===== config.mk =====
export PLATFORM = sky130hd
export DESIGN_NAME = fifo_wr_ptr_ctrl_flat
export DESIGN_NICKNAME = d
export VERILOG_FILES = /design/src/rtl/fifo_wr_ptr_ctrl_pkg.sv /design/src/rtl/fifo_wr_ptr_ctrl_if.sv /design/src/rtl/fifo_wr_ptr_ctrl_gray2bin.sv /design/src/rtl/fifo_wr_ptr_ctrl.sv /design/src/flat_wrapper.sv
export SDC_FILE = /design/constraint.sdc
export NUM_CORES = 1
export LEC_CHECK = 0
export ABC_AREA = 1
export CAP_MARGIN = 5
export CORE_ASPECT_RATIO = 0.8
export CORE_MARGIN = 2
export CORE_UTILIZATION = 47
export DETAILED_ROUTE_END_ITERATION = 8
export GPL_ROUTABILITY_DRIVEN = 0
export PLACE_DENSITY = 0.78
export SLEW_MARGIN = 20
export SYNTH_ARGS = -nofsm -noshare
export SYNTH_HDL_FRONTEND = slang
export SYNTH_SLANG_ARGS = --single-unit

===== constraint.sdc =====
create_clock -name clk -period 2.4 [get_ports clk]
set_input_delay 0.48 -clock clk [delete_from_list [all_inputs] [get_ports clk]]
set_output_delay 0.48 -clock clk [all_outputs]
set_load 0.01 [all_outputs]

===== src/rtl/fifo_wr_ptr_ctrl_pkg.sv =====
// Shared types, default sizes and Gray-code helpers for the async FIFO pointer path.
// The helpers work on a wide fixed-width code. Callers zero-extend the value
// on the way in and truncate it on the way out. The upper zeros have no effect
// on either conversion, so one function pair serves every pointer width.
package fifo_wr_ptr_ctrl_pkg;

  typedef logic bit_t;

  localparam int ADDR_W = 4;           // RAM address bits
  localparam int PTR_W  = ADDR_W + 1;  // pointer bits (one wrap bit)
  localparam int CODE_W = 32;          // working width of the helper functions

  // Binary to reflected Gray code
  function automatic logic [CODE_W-1:0] bin2gray(input logic [CODE_W-1:0] b);
    return b ^ (b >> 1);
  endfunction

  // Gray to binary: each binary bit is the XOR of all Gray bits at and above it
  function automatic logic [CODE_W-1:0] gray2bin(input logic [CODE_W-1:0] g);
    logic [CODE_W-1:0] b;
    b = {CODE_W{1'b0}};
    for (int i = 0; i < CODE_W; i++) begin
      b[i] = ^(g >> i);
    end
    return b;
  endfunction

endpackage


===== src/rtl/fifo_wr_ptr_ctrl_if.sv =====
// Write-side FIFO pointer bus.
// master: the writer/environment. It drives wr_en and the synchronized read pointer.
// slave : the pointer controller. It drives the RAM address/enable, the Gray pointer and the status flags.
interface fifo_wr_ptr_ctrl_if
  import fifo_wr_ptr_ctrl_pkg::*;
#(
  parameter int ADDR_WIDTH = ADDR_W
);
  bit_t                  wr_en;
  logic [ADDR_WIDTH:0]   rd_ptr_gray_sync;
  logic [ADDR_WIDTH-1:0] wr_addr;
  bit_t                  mem_we;
  logic [ADDR_WIDTH:0]   wr_ptr_gray;
  bit_t                  full;
  bit_t                  almost_full;
  logic [ADDR_WIDTH:0]   level;
  bit_t                  overflow;

  modport master (
    output wr_en, rd_ptr_gray_sync,
    input  wr_addr, mem_we, wr_ptr_gray, full, almost_full, level, overflow
  );

  modport slave (
    input  wr_en, rd_ptr_gray_sync,
    output wr_addr, mem_we, wr_ptr_gray, full, almost_full, level, overflow
  );
endinterface


===== src/rtl/fifo_wr_ptr_ctrl_gray2bin.sv =====
// Combinational Gray-to-binary converter. The read-side controller uses it as well.
// Ports: gray (in, WIDTH) -> bin (out, WIDTH).
module fifo_wr_ptr_ctrl_gray2bin
  import fifo_wr_ptr_ctrl_pkg::*;
#(
  parameter int WIDTH = PTR_W
) (
  input  logic [WIDTH-1:0] gray,
  output logic [WIDTH-1:0] bin
);

  assign bin = WIDTH'(gray2bin(CODE_W'(gray)));

endmodule


===== src/rtl/fifo_wr_ptr_ctrl.sv =====
// Write-domain pointer controller of the async FIFO.
// It keeps the binary and Gray write pointers and drives the RAM write
// address and enable. It publishes a registered Gray pointer to the read domain.
// It derives full, almost_full, level and overflow from the synchronized read pointer.
// Ports:
//   clk                write-domain clock
//   reset              asynchronous, active-low reset
//   bus (slave)        wr_en, rd_ptr_gray_sync in
//                      wr_addr, mem_we, wr_ptr_gray, full, almost_full, level, overflow out
module fifo_wr_ptr_ctrl
  import fifo_wr_ptr_ctrl_pkg::*;
#(
  parameter int ADDR_WIDTH = ADDR_W,
  parameter int AF_MARGIN  = 2
) (
  input  logic              clk,
  input  logic              reset,
  fifo_wr_ptr_ctrl_if.slave bus
);

  localparam int AW    = ADDR_WIDTH;
  localparam int PW    = ADDR_WIDTH + 1;
  localparam int DEPTH = 1 << ADDR_WIDTH;
  localparam logic [PW-1:0] AF_THRESH = PW'(DEPTH - AF_MARGIN);

  logic [PW-1:0] wbin_r;
  logic [PW-1:0] wgray_r;
  logic [PW-1:0] level_r;
  bit_t          full_r;
  bit_t          af_r;
  bit_t          ovf_r;

  logic [PW-1:0] wbin_next_s;
  logic [PW-1:0] wgray_next_s;
  logic [PW-1:0] rbin_s;
  logic [PW-1:0] rgray_full_s;
  logic [PW-1:0] level_next_s;
  bit_t          full_next_s;
  bit_t          af_next_s;
  bit_t          push_s;

  // Read pointer back to binary for the occupancy arithmetic
  fifo_wr_ptr_ctrl_gray2bin #(
    .WIDTH (PW)
  ) u_rd_gray2bin (
    .gray (bus.rd_ptr_gray_sync),
    .bin  (rbin_s)
  );

  // mem_we must read 0 while reset is held, even if wr_en is already high
  assign push_s = bus.wr_en & ~full_r & reset;

  // Next pointer and next status. Full means the write Gray pointer matches
  // the read Gray pointer with its two MSBs inverted, i.e. exactly DEPTH ahead.
  always_comb begin
    wbin_next_s  = wbin_r + {{AW{1'b0}}, push_s};
    wgray_next_s = PW'(bin2gray(CODE_W'(wbin_next_s)));
    rgray_full_s = {~bus.rd_ptr_gray_sync[AW:AW-1], bus.rd_ptr_gray_sync[AW-2:0]};
    full_next_s  = (wgray_next_s == rgray_full_s);
    level_next_s = wbin_next_s - rbin_s;
    af_next_s    = (level_next_s >= AF_THRESH);
  end

  // Pointer and status registers. Each crossing-domain output comes straight from a flop.
  always_ff @(posedge clk or negedge reset) begin
    if (!reset) begin
      wbin_r  <= {PW{1'b0}};
      wgray_r <= {PW{1'b0}};
      level_r <= {PW{1'b0}};
      full_r  <= 1'b0;
      af_r    <= 1'b0;
      ovf_r   <= 1'b0;
    end else begin
      wbin_r  <= wbin_next_s;
      wgray_r <= wgray_next_s;
      level_r <= level_next_s;
      full_r  <= full_next_s;
      af_r    <= af_next_s;
      ovf_r   <= bus.wr_en & full_r;
    end
  end

  assign bus.wr_addr     = wbin_r[AW-1:0];
  assign bus.mem_we      = push_s;
  assign bus.wr_ptr_gray = wgray_r;
  assign bus.level       = level_r;
  assign bus.full        = full_r;
  assign bus.almost_full = af_r;
  assign bus.overflow    = ovf_r;

endmodule

===== src/flat_wrapper.sv =====
// flat-port wrapper written by rule: the top's interface ports become plain ports
module fifo_wr_ptr_ctrl_flat import fifo_wr_ptr_ctrl_pkg::*;
#(
  parameter int ADDR_WIDTH = ADDR_W,
  parameter int AF_MARGIN  = 2
)
  (clk, reset, bus_wr_en, bus_rd_ptr_gray_sync, bus_wr_addr, bus_mem_we, bus_wr_ptr_gray, bus_full, bus_almost_full, bus_level, bus_overflow);
  fifo_wr_ptr_ctrl_if #(.ADDR_WIDTH(ADDR_WIDTH)) bus_i ();
  input  logic clk;
  input  logic reset;
  input wire logic [$bits(bus_i.wr_en)-1:0] bus_wr_en;
  input wire logic [$bits(bus_i.rd_ptr_gray_sync)-1:0] bus_rd_ptr_gray_sync;
  output wire logic [$bits(bus_i.wr_addr)-1:0] bus_wr_addr;
  output wire logic [$bits(bus_i.mem_we)-1:0] bus_mem_we;
  output wire logic [$bits(bus_i.wr_ptr_gray)-1:0] bus_wr_ptr_gray;
  output wire logic [$bits(bus_i.full)-1:0] bus_full;
  output wire logic [$bits(bus_i.almost_full)-1:0] bus_almost_full;
  output wire logic [$bits(bus_i.level)-1:0] bus_level;
  output wire logic [$bits(bus_i.overflow)-1:0] bus_overflow;
  assign bus_i.wr_en = bus_wr_en;
  assign bus_i.rd_ptr_gray_sync = bus_rd_ptr_gray_sync;
  assign bus_wr_addr = bus_i.wr_addr;
  assign bus_mem_we = bus_i.mem_we;
  assign bus_wr_ptr_gray = bus_i.wr_ptr_gray;
  assign bus_full = bus_i.full;
  assign bus_almost_full = bus_i.almost_full;
  assign bus_level = bus_i.level;
  assign bus_overflow = bus_i.overflow;
  fifo_wr_ptr_ctrl #(.ADDR_WIDTH(ADDR_WIDTH), .AF_MARGIN(AF_MARGIN)) u_core (.clk(clk), .reset(reset), .bus(bus_i));
endmodule

==> impl_metrics.csv, run 1 <==
group,metric,value,unit
drt,vias,970,
placement,place_inst,186,
drt,first_pass_iters,4,
yosys,synthTopCellsByCount,"34 x nand2_1, 17 x dfrtp_1, 16 x inv_1",
critical_path,cp.required,2660,ps
drt,post_drt_via_cell_ratio,5.08,
pwr,p_leak,0.793,nW
critical_path,cp_cell_sequence,"dlygate4sd2_1 -> xnor2_2 -> xor2_2 -> xor2_1 -> ha_1 -> fa_2 -> inv_1 -> nand2_1 -> nand2_1 -> a21oi_2 -> or2_1 -> nand2_1",
finish,stdcell_count,191,
critical_path,critPathMaxFanout,2,
timing,worst_pin_slew,248,ps
finish,antennaDiodeCount,0,
timing,finalCritPeriodShare,94.8,%
critical_path,worstReg2RegEnd,"u_core.bus.level[4]",
drt,drtIter0Drc,55,
drt,remaining_drc_errors,0,
clock_tree,clk_path_buf_depth,2,
timing,clock_skew,9.36,ps
placement,dpl-instance-area,0.00141,sq mm
floorplanning,coreArea,0.00191,sq mm
timing,period_needed,2270,ps
clock_tree,cts.clk_slew.worst_paths,110,ps
critical_path,critical_path_class,"primary input to flip-flop",
yosys,yosysWarnings,0,
critical_path,cp_num_cells,12,
yosys,netlist_area,960,sq um
floorplanning,rows,14,
yosys,synth_ff_type,"dfrtp_1",
floorplanning,die_area,0.00242,sq mm
run_status,outcome,"completed",
finish,area_growth,58.0,%
timing,maxSlewViolCount,0,
clock_tree,clkSinkCount,17,
yosys,synth_edf_count,0,
global_routing,grt_pass1_wl,4090,um
clock_tree,htreeDepth,1,
yosys,synthDistinctLibCells,18,
finish,fin_nets,183,
flow_run,drv_cap,0,
yosys,synth_top_area_share,44.3,%
critical_path,startpoint_type,"primary input",
placement,hpwlAfterDp,1870,um
timing,relSlewSlack,83.4,%
drt,ant_nets,0,
min_path,hold_class,"primary input to async pin",
global_routing,grt_pass1_vias,944,
critical_path,cpMaxStageDelayCell,"fa_2",
timing,max_freq,0.440,GHz
floorplanning,fp.dieH,44.4,um
critical_path,r2r-start,"u_core.bus.full",
yosys,synth_nets,130,
critical_path,critPathArrivalTime,2530,ps
yosys,synth_largest_area_cell,"dfrtp_1",
finish,n_fill_cell,126,
global_routing,grt_max_degree,18,
clock_tree,cts_buffers,3,
yosys,synth_area_leaders,"dfrtp_1 44%, nand2_1 13%, ha_1 7.8%, nand3_1 6.8%, inv_1 6.3%",
floorplanning,fp.dieW,54.5,um
finish,drive_above_1_share,28.1,%
pwr,power.density,1410,mW/mm^2
clock_tree,clock_latency,310,ps
yosys,ys_seq_elements,17,
global_routing,grt_use_total,24.9,%
placement,io_buffers,25,
finish,fin_area,0.00152,sq mm
critical_path,cp_common_cell,"nand2_1",
critical_path,crit_family,"adder cells",
timing,finalSetupViolCount,0,
global_routing,overflow,0,
yosys,synth_cells,115,
pwr,ir_drop,0.927,mV
critical_path,critPathCaptureType,"flip-flop",
yosys,synth_area_per_cell,8.34,sq um
critical_path,r2r_setup_slack,310,ps
yosys,synth_most_common_cell,"nand2_1",
yosys,yosysSeqAreaShare,44.3,%
clock_tree,cts_root_buf,"clkbuf_4",
floorplanning,ioPinCount,26,
global_routing,antenna_found_initial,0,
drt,totalWireLength,2640,um
timing,hold_viol_final,0,
yosys,ys_async_sr_fraction,100,%
critical_path,reg2reg_depth,11,
drt,wire_per_inst,13.8,um
critical_path,worst_path_largest_cell_delay,400,ps
clock_tree,cts_tree,"built",
floorplanning,start_util,50.3,%
critical_path,critPathBufInv,2,
timing,rsz0062_at_grt,"no",
[layout make-up]
type	instances	area (sq um)	area share, %
Tap cell	24	30.0	1.98
Clock inverter	1	5.00	0.330
Inverter	17	63.8	4.21
Timing Repair Buffer	49	433	28.5
Clock buffer	3	22.5	1.49
Multi-Input combinational cell	80	537	35.4
Sequential cell	17	425	28.1
[cells by family after synthesis]
logic type	Yosys count	synth area share, %
and+or+nand+nor	61	28.8
buffers and inverters	18	7.17
DFF	17	44.3
xor gates and xnor gates	9	8.21
adders and majority gates	7	9.91
AOI/OAI and AO/OA	3	1.56
[sequential cells by signal, summed over array words and instances (netlist names)]
| signal | cells |
|---|---|
| u_core.wbin_r | 5 |
| u_core.bus.full | 1 |
| u_core.bus.level | 5 |
| u_core.bus.overflow | 1 |
| u_core.bus.almost_full | 1 |
| u_core.bus.wr_ptr_gray | 4 |
[worst max path at each step]
stage | from | end | slack (ps)
floorplan | bus_wr_en | u_core.bus.almost_full | 70
detailed placement | bus_rd_ptr_gray_sync[2] | u_core.bus.level[4] | -470
finish | bus_rd_ptr_gray_sync[2] | u_core.bus.level[4] | 130
global placement | bus_wr_en | u_core.bus.almost_full | -340
global route | bus_rd_ptr_gray_sync[2] | u_core.bus.level[4] | 50
CTS | bus_wr_en | u_core.bus.almost_full | 20
[layout by cell type, fill, tap and decap left out, types with 3 or more instances in the layout]
master / instances
nor2_1: 3
inv_1: 16
dfrtp_1: 17
xnor2_1: 4
ha_1: 3
nand3_1: 13
clkdlybuf4s50_1: 21
buf_4: 24
nand2_1: 32
clkbuf_4: 3
nand2_2: 6
[per-stage QoR]
| step | utilization (%) | setup slack, ps | TNS (ps) | power [W] | hold slack [ps] |
|---|---|---|---|---|---|
| after global placement | 73.7 | -341 | -1160 | 0.00174 | 482 |
| after global routing | 79.4 | 46.0 | 0 | 0.00231 | 173 |
| after floorplan | - | 70.4 | 0 | 0.00115 | 184 |
| after CTS | 76.7 | 22.5 | 0 | 0.00202 | 513 |
| final | 79.4 | 126 | 0 | 0.00214 | 141 |
| after detailed placement | 73.7 | -468 | -1780 | 0.00180 | 513 |
[per-layer routing]
metal | track usage, % | up-vias | share of wire, % | wire [um]
met1 | 29.9 | 443 | 40 | 1060
met3 | 8.45 | 10 | 8.5 | 224
met5 | 0 | - | 0 | 0
met4 | 11.5 | 0 | 2.1 | 55
met2 | 40.0 | 48 | 49 | 1300
li1 | - | 469 | - | -
[power breakdown]
| part | internal [W] | switching [W] | leakage [nW] |
|---|---|---|---|
| combinational | 0.000758 | 0.000710 | 0.567 |
| sequential | 0.000428 | 0.0000780 | 0.208 |
| clock | 0.0000623 | 0.000102 | 0.0177 |
| total | 0.00125 | 0.000890 | 0.793 |
[worst reg2reg max path, stage by stage, from the launching register on]
cell	delay, ps
dfrtp_1	400
nor2_2	60
ha_2	340
inv_1	60
ha_1	230
fa_2	400
inv_1	70
nand2_1	40
nand2_1	70
a21oi_2	50
or2_1	250
nand2_1	80
[timing repair]
action,in CTS,in global routing
hold buffers,0,0
cloned,0,0
setup buffers,0,1
resized for setup,8,11
endpoints found under the setup margin,2,4
pin swaps,1,8
Power figures use the tool's default switching activity.
==> inputs of run 2 (changes only) <==
--- a/config.mk
+++ b/config.mk
@@ -9,10 +9,10 @@
 export CAP_MARGIN = 5
 export CORE_ASPECT_RATIO = 0.8
 export CORE_MARGIN = 2
-export CORE_UTILIZATION = 47
+export CORE_UTILIZATION = 42
 export DETAILED_ROUTE_END_ITERATION = 8
 export GPL_ROUTABILITY_DRIVEN = 0
-export PLACE_DENSITY = 0.78
+export PLACE_DENSITY = 0.74
 export SLEW_MARGIN = 20
 export SYNTH_ARGS = -nofsm -noshare
 export SYNTH_HDL_FRONTEND = slang
==> constraint.sdc (replaced) <==
create_clock -name clk -period 1.85 [get_ports clk]
set_input_delay 0.37 -clock clk [delete_from_list [all_inputs] [get_ports clk]]
set_output_delay 0.37 -clock clk [all_outputs]
set_load 0.01 [all_outputs]
==> run 2 against run 1 <==
Against the previous run:
- the flow now finishes with violations (setup timing)
- sequential cell count did not move
- worst hold slack improved by 33 ps
- worst setup slack got worse by 260 ps
- sequential share of layout area fell by 2.9 points
- critical path depth rose by 1
- global-route usage fell by 2.1 points
- via count rose by 2.1%
- first-iteration DRC count fell by 47%
- die area rose by 11%
- highest routed layer unchanged
- final area rose by 12%
- largest cell class unchanged
- register-to-register slack got worse by 440 ps
- critical endpoint is now u_core.bus.almost_full
==> impl_metrics.csv, run 2 (synthesized netlist as in run 1, its figures left out) <==
group,metric,value,unit
floorplanning,coreArea,0.00216,sq mm
pwr,power_frac_comb,72.1,%
clock_tree,clk_path_buf_depth,2,
finish,area_growth,77.1,%
floorplanning,start_util,44.5,%
global_routing,grt_max_degree,18,
pwr,share_seq_of_total_power,21.2,%
finish,final_common_cell,"buf_4",
floorplanning,die_area,0.00269,sq mm
timing,maxSlewViolCount,0,
pwr,power.switching,0.00131,W
critical_path,critPathArrivalTime,2230,ps
floorplanning,fp.dieW,57.4,um
drt,drtIter0Drc,29,
drt,post_drt_via_cell_ratio,4.93,
pwr,p_int,0.00185,W
global_routing,grt_pass1_wl,4470,um
clock_tree,cts_tree,"built",
global_routing,overflow,0,
floorplanning,rows,15,
placement,hpwlAfterDp,1940,um
pwr,clkPwrFrac,6.7,%
global_routing,grt_pass1_vias,997,
drt,totalWireLength,2860,um
critical_path,critPathCaptureType,"flip-flop",
timing,relSlewSlack,81.7,%
finish,drive_above_1_share,46.6,%
drt,remaining_drc_errors,0,
critical_path,critical_path_class,"flip-flop to flip-flop",
placement,dpl-instance-area,0.00151,sq mm
global_routing,antenna_found_initial,0,
pwr,power.share.switching,41.3,%
timing,rsz0062_at_grt,"yes",
clock_tree,cts.clk_slew.worst_paths,110,ps
timing,worst_pin_slew,274,ps
pwr,power.density,1860,mW/mm^2
finish,n_fill_cell,132,
critical_path,startpoint_type,"flip-flop",
finish,fin_area,0.00170,sq mm
clock_tree,ctsHoldBuffers,0,
run_status,failed_checks,"setup timing",
clock_tree,clkSinkCount,17,
clock_tree,htreeDepth,1,
flow_run,drv_cap,0,
timing,period_needed,1980,ps
placement,io_buffers,25,
run_status,outcome,"complete, but fails checks",
timing,setup_slack,-131,ps
drt,wire_per_inst,14.2,um
drt,vias,990,
finish,antennaDiodeCount,0,
min_path,hold_class,"primary input to async pin",
timing,max_freq,0.505,GHz
timing,clock_skew,5.65,ps
critical_path,reg2reg_depth,13,
critical_path,cp.required,2100,ps
clock_tree,cts_buffers,3,
timing,finalCritPeriodShare,107,%
clock_tree,clock_latency,300,ps
critical_path,critPathMaxFanout,4,
finish,fin_nets,192,
global_routing,grt_use_total,22.8,%
pwr,finalPower,0.00316,W
drt,first_pass_iters,5,
timing,finalSetupViolCount,3,
clock_tree,cts_root_buf,"clkbuf_4",
floorplanning,fp.dieH,46.8,um
finish,utilization,78.7,%
floorplanning,ioPinCount,26,
pwr,ir_drop,1.19,mV
finish,layout_common_cells,"31 x buf_4, 22 x nand2_1, 17 x clkdlybuf4s50_1, 16 x dfrtp_1, 14 x nand2_2",
timing,hold_viol_final,0,
drt,ant_nets,0,
pwr,p_leak,0.859,nW
run 2: cell count changes in the layout (fill, tap and decap cells not counted), moves of 3 or more:
cell | previous run | this run
nand2_1 | 32 | 22
nand2_2 | 6 | 14
buf_4 | 24 | 31
nand3_1 | 13 | 8
nand3_2 | 1 | 6
clkdlybuf4s50_1 | 21 | 17
inv_1 | 16 | 12
dlygate4sd2_1 | 2 | 5
run 2: worst paths after layout:
check	slack, ps	start	end
worst max-delay path	-130	u_core.bus.full	u_core.bus.almost_full
worst min-delay path	170	reset	u_core.bus.full
worst max register to register	-130	u_core.bus.full	u_core.bus.almost_full
worst min register to register	650	u_core.bus.full	u_core.bus.overflow
max in group asynchronous	1470	reset	u_core.wbin_r[2]
min in group clk	430	bus_wr_en	u_core.bus.overflow
run 2: worst max-delay path: stages, from the launching register on:
cell	delay (ps)
dfrtp_1	420
nor2_4	120
ha_4	160
ha_4	150
inv_2	40
nand2_2	80
nand2_4	70
ha_4	260
buf_6	120
xnor2_2	160
inv_1	60
nor2_1	110
nand2_1	90
nand3_2	70
run 2: through the flow:
stage	setup WS, ps	std cells	setup TNS, ps	hold WS [ps]
finish	-131	201	-328	174
detailed placement	-804	189	-5380	567
global route	-234	201	-666	190
floorplan	-84.5	115	-168	74.4
CTS	-109	199	-281	182
global placement	-671	189	-4400	562
run 2: what timing repair did:
action                     4_1_cts  5_1_grt
resized for setup               24       23
pin swaps                       11       18
buffers inserted                 6        3
setup endpoints to repair       10        8
run 2: layout make-up:
type / count / area, sq um / share of cell area, %
inverter: 17 / 68.8 / 4.05
clock inverter: 1 / 5.00 / 0.295
sequential: 17 / 427 / 25.1
timing repair buffer: 58 / 492 / 28.9
multi-input combinational: 80 / 653 / 38.4
clock buffer: 3 / 22.5 / 1.33
tap: 25 / 31.3 / 1.84
run 2: power groups by stage:
stage | combinational (W) | sequential, W | clock [W]
after CTS | 0.00205 | 0.000660 | 0.000221
after global routing | 0.00247 | 0.000700 | 0.000238
after detailed placement | 0.00183 | 0.000667 | 0
final | 0.00228 | 0.000670 | 0.000211
after floorplan | 0.000830 | 0.000752 | 0
after global placement | 0.00174 | 0.000662 | 0
run 2: metal layers:
metal  global-route usage, %  vias to the layer above  wire (um)
met1                    27.7                      459       1150
met2                    39.5                       47       1450
met3                    6.34                        6        219
li1                        -                      478          -
met5                       0                        -          0
met4                    8.84                        0         39
==> inputs of run 3 (changes only) <==
--- a/config.mk
+++ b/config.mk
@@ -7,12 +7,15 @@
 export LEC_CHECK = 0
 export ABC_AREA = 1
 export CAP_MARGIN = 5
+export CELL_PAD_IN_SITES_DETAIL_PLACEMENT = 0
+export CELL_PAD_IN_SITES_GLOBAL_PLACEMENT = 2
 export CORE_ASPECT_RATIO = 0.8
 export CORE_MARGIN = 2
-export CORE_UTILIZATION = 42
+export CORE_UTILIZATION = 27
 export DETAILED_ROUTE_END_ITERATION = 8
 export GPL_ROUTABILITY_DRIVEN = 0
-export PLACE_DENSITY = 0.74
+export PLACE_DENSITY_LB_ADDON = 0.1
+export SKIP_CTS_REPAIR_TIMING = 1
 export SLEW_MARGIN = 20
 export SYNTH_ARGS = -nofsm -noshare
 export SYNTH_HDL_FRONTEND = slang
==> constraint.sdc (replaced) <==
create_clock -name clk -period 2.1 [get_ports clk]
set_input_delay 0.42 -clock clk [delete_from_list [all_inputs] [get_ports clk]]
set_output_delay 0.42 -clock clk [all_outputs]
set_load 0.01 [all_outputs]
==> run 3 against run 2 <==
Against the previous run:
- the flow now finishes without violations
- worst setup slack better by 240 ps
- critical path type is now primary input to flip-flop
- global-route usage down 10 points
- clock-buffer cell count up 1
- final area down 4.3%
- sequential power down 12%
- clock power up 16%
==> impl_metrics.csv, run 3 (synthesized netlist as in run 1, its figures left out) <==
group,metric,value,unit
run_status,outcome,"completed",
global_routing,overflow,0,
drt,first_pass_iters,4,
pwr,power_frac_comb,66.4,%
timing,finalCritPeriodShare,94.6,%
pwr,power.switching,0.000946,W
min_path,hold_class,"primary input to async pin",
timing,worst_pin_slew,256,ps
clock_tree,cts_buffers,3,
global_routing,grt_pass1_vias,867,
clock_tree,clk_path_buf_depth,2,
clock_tree,htreeDepth,1,
critical_path,critPathBufInv,4,
timing,hold_viol_final,0,
pwr,p_leak,0.846,nW
critical_path,critPathMaxFanout,4,
critical_path,critical_path_class,"primary input to flip-flop",
critical_path,worst_path_largest_cell_delay,430,ps
drt,totalWireLength,2290,um
placement,io_buffers,25,
finish,utilization,47.5,%
pwr,power.share.switching,38.2,%
pwr,ir_drop,0.665,mV
clock_tree,cts.clk_slew.worst_paths,60,ps
critical_path,worstReg2RegEnd,"u_core.bus.almost_full",
clock_tree,cts_tree,"built",
clock_tree,clkSinkCount,17,
floorplanning,fp.dieW,70.7,um
timing,max_freq,0.503,GHz
finish,stdcell_count,213,
floorplanning,ioPinCount,26,
critical_path,critPathCaptureType,"flip-flop",
timing,finalSetupViolCount,0,
timing,maxSlewViolCount,0,
pwr,p_int,0.00153,W
drt,post_drt_via_cell_ratio,4.22,
timing,rsz0062_at_grt,"yes",
timing,clock_skew,2.45,ps
critical_path,crit_family,"buffers and inverters",
drt,drtIter0Drc,21,
timing,relSlewSlack,82.9,%
pwr,share_seq_of_total_power,23.7,%
timing,period_needed,1990,ps
critical_path,startpoint_type,"primary input",
floorplanning,fp.dieH,57.3,um
flow_run,drv_cap,0,
global_routing,grt_pass1_wl,3910,um
global_routing,antenna_found_initial,0,
floorplanning,coreArea,0.00342,sq mm
critical_path,critPathArrivalTime,2180,ps
critical_path,r2r-start,"u_core.bus.full",
drt,wire_per_inst,10.8,um
pwr,finalPower,0.00248,W
clock_tree,clock_latency,250,ps
finish,drive_above_1_share,30.4,%
critical_path,cp.required,2290,ps
placement,hpwlAfterDp,1930,um
finish,layout_common_cells,"31 x nand2_1, 28 x buf_4, 18 x clkdlybuf4s50_1, 17 x dfrtp_1, 16 x inv_1",
critical_path,cpMaxStageDelayCell,"fa_2",
placement,place_inst,208,
timing,fin_setup_tns,0,ps
pwr,power.density,1520,mW/mm^2
floorplanning,start_util,28.0,%
critical_path,reg2reg_depth,12,
global_routing,grt_max_degree,18,
floorplanning,rows,19,
critical_path,r2r_setup_slack,110,ps
finish,area_growth,69.5,%
global_routing,grt_use_total,12.8,%
drt,vias,898,
drt,ant_nets,0,
finish,fin_nets,187,
clock_tree,cts_root_buf,"clkbuf_8",
drt,remaining_drc_errors,0,
critical_path,cp_cell_sequence,"dlymetal6s2s_1 -> buf_4 -> xnor2_1 -> xnor2_1 -> inv_1 -> fa_2 -> inv_1 -> nand2_1 -> nand2_2 -> a21oi_2 -> or2_1 -> nand2_1",
finish,final_common_cell,"nand2_1",
floorplanning,die_area,0.00405,sq mm
finish,antennaDiodeCount,0,
pwr,clkPwrFrac,9.9,%
==> run 3: worst max path at each step <==
| stage | start | end | depth (start not counted) |
|---|---|---|---|
| 4_1_cts | bus_rd_ptr_gray_sync[2] | u_core.bus.almost_full | 12 |
| 6_report | bus_rd_ptr_gray_sync[4] | u_core.bus.level[4] | 12 |
| 2_1_floorplan | bus_rd_ptr_gray_sync[2] | u_core.bus.almost_full | 11 |
| 5_1_grt | bus_rd_ptr_gray_sync[3] | u_core.bus.level[4] | 12 |
| 3_5_place_dp | bus_rd_ptr_gray_sync[2] | u_core.bus.almost_full | 12 |
| 3_3_place_gp | reset | u_core.bus.almost_full | 14 |
==> run 3: through the flow <==
| stage | worst slack, ps | cell area (sq um) | hold slack (ps) |
|---|---|---|---|
| 2_1_floorplan | 27.3 | 1020 | 124 |
| 6_report | 113 | 1630 | 197 |
| 5_1_grt | -57.5 | 1630 | 240 |
| 3_5_place_dp | -671 | 1520 | 499 |
| 4_1_cts | -411 | 1570 | 516 |
| 3_3_place_gp | -655 | 1520 | 498 |
==> run 3: routing by layer <==
metal	vias to the layer above	global-route usage [%]	routed length, um
li1	471	-	-
met1	403	17.0	1100
met2	20	20.1	1060
met3	4	4.24	103
met4	0	4.04	31
met5	-	0	0
==> run 3: power by group through the flow <==
| stage | clock, W | combinational (W) | sequential [W] |
|---|---|---|---|
| after floorplan | 0 | 0.000711 | 0.000658 |
| after global placement | 0 | 0.00160 | 0.000587 |
| after CTS | 0.000257 | 0.00161 | 0.000586 |
| after global routing | 0.000272 | 0.00185 | 0.000602 |
| final | 0.000245 | 0.00164 | 0.000588 |
| after detailed placement | 0 | 0.00160 | 0.000593 |
==> run 3: area by class of cell <==
type / count / area (sq um)
Clock buffer: 4 / 45.0
Fill cell: 344 / 1800
Inverter: 17 / 63.8
Multi-Input combinational cell: 80 / 561
Sequential cell: 17 / 425
Tap cell: 42 / 52.6
Timing Repair Buffer: 53 / 479
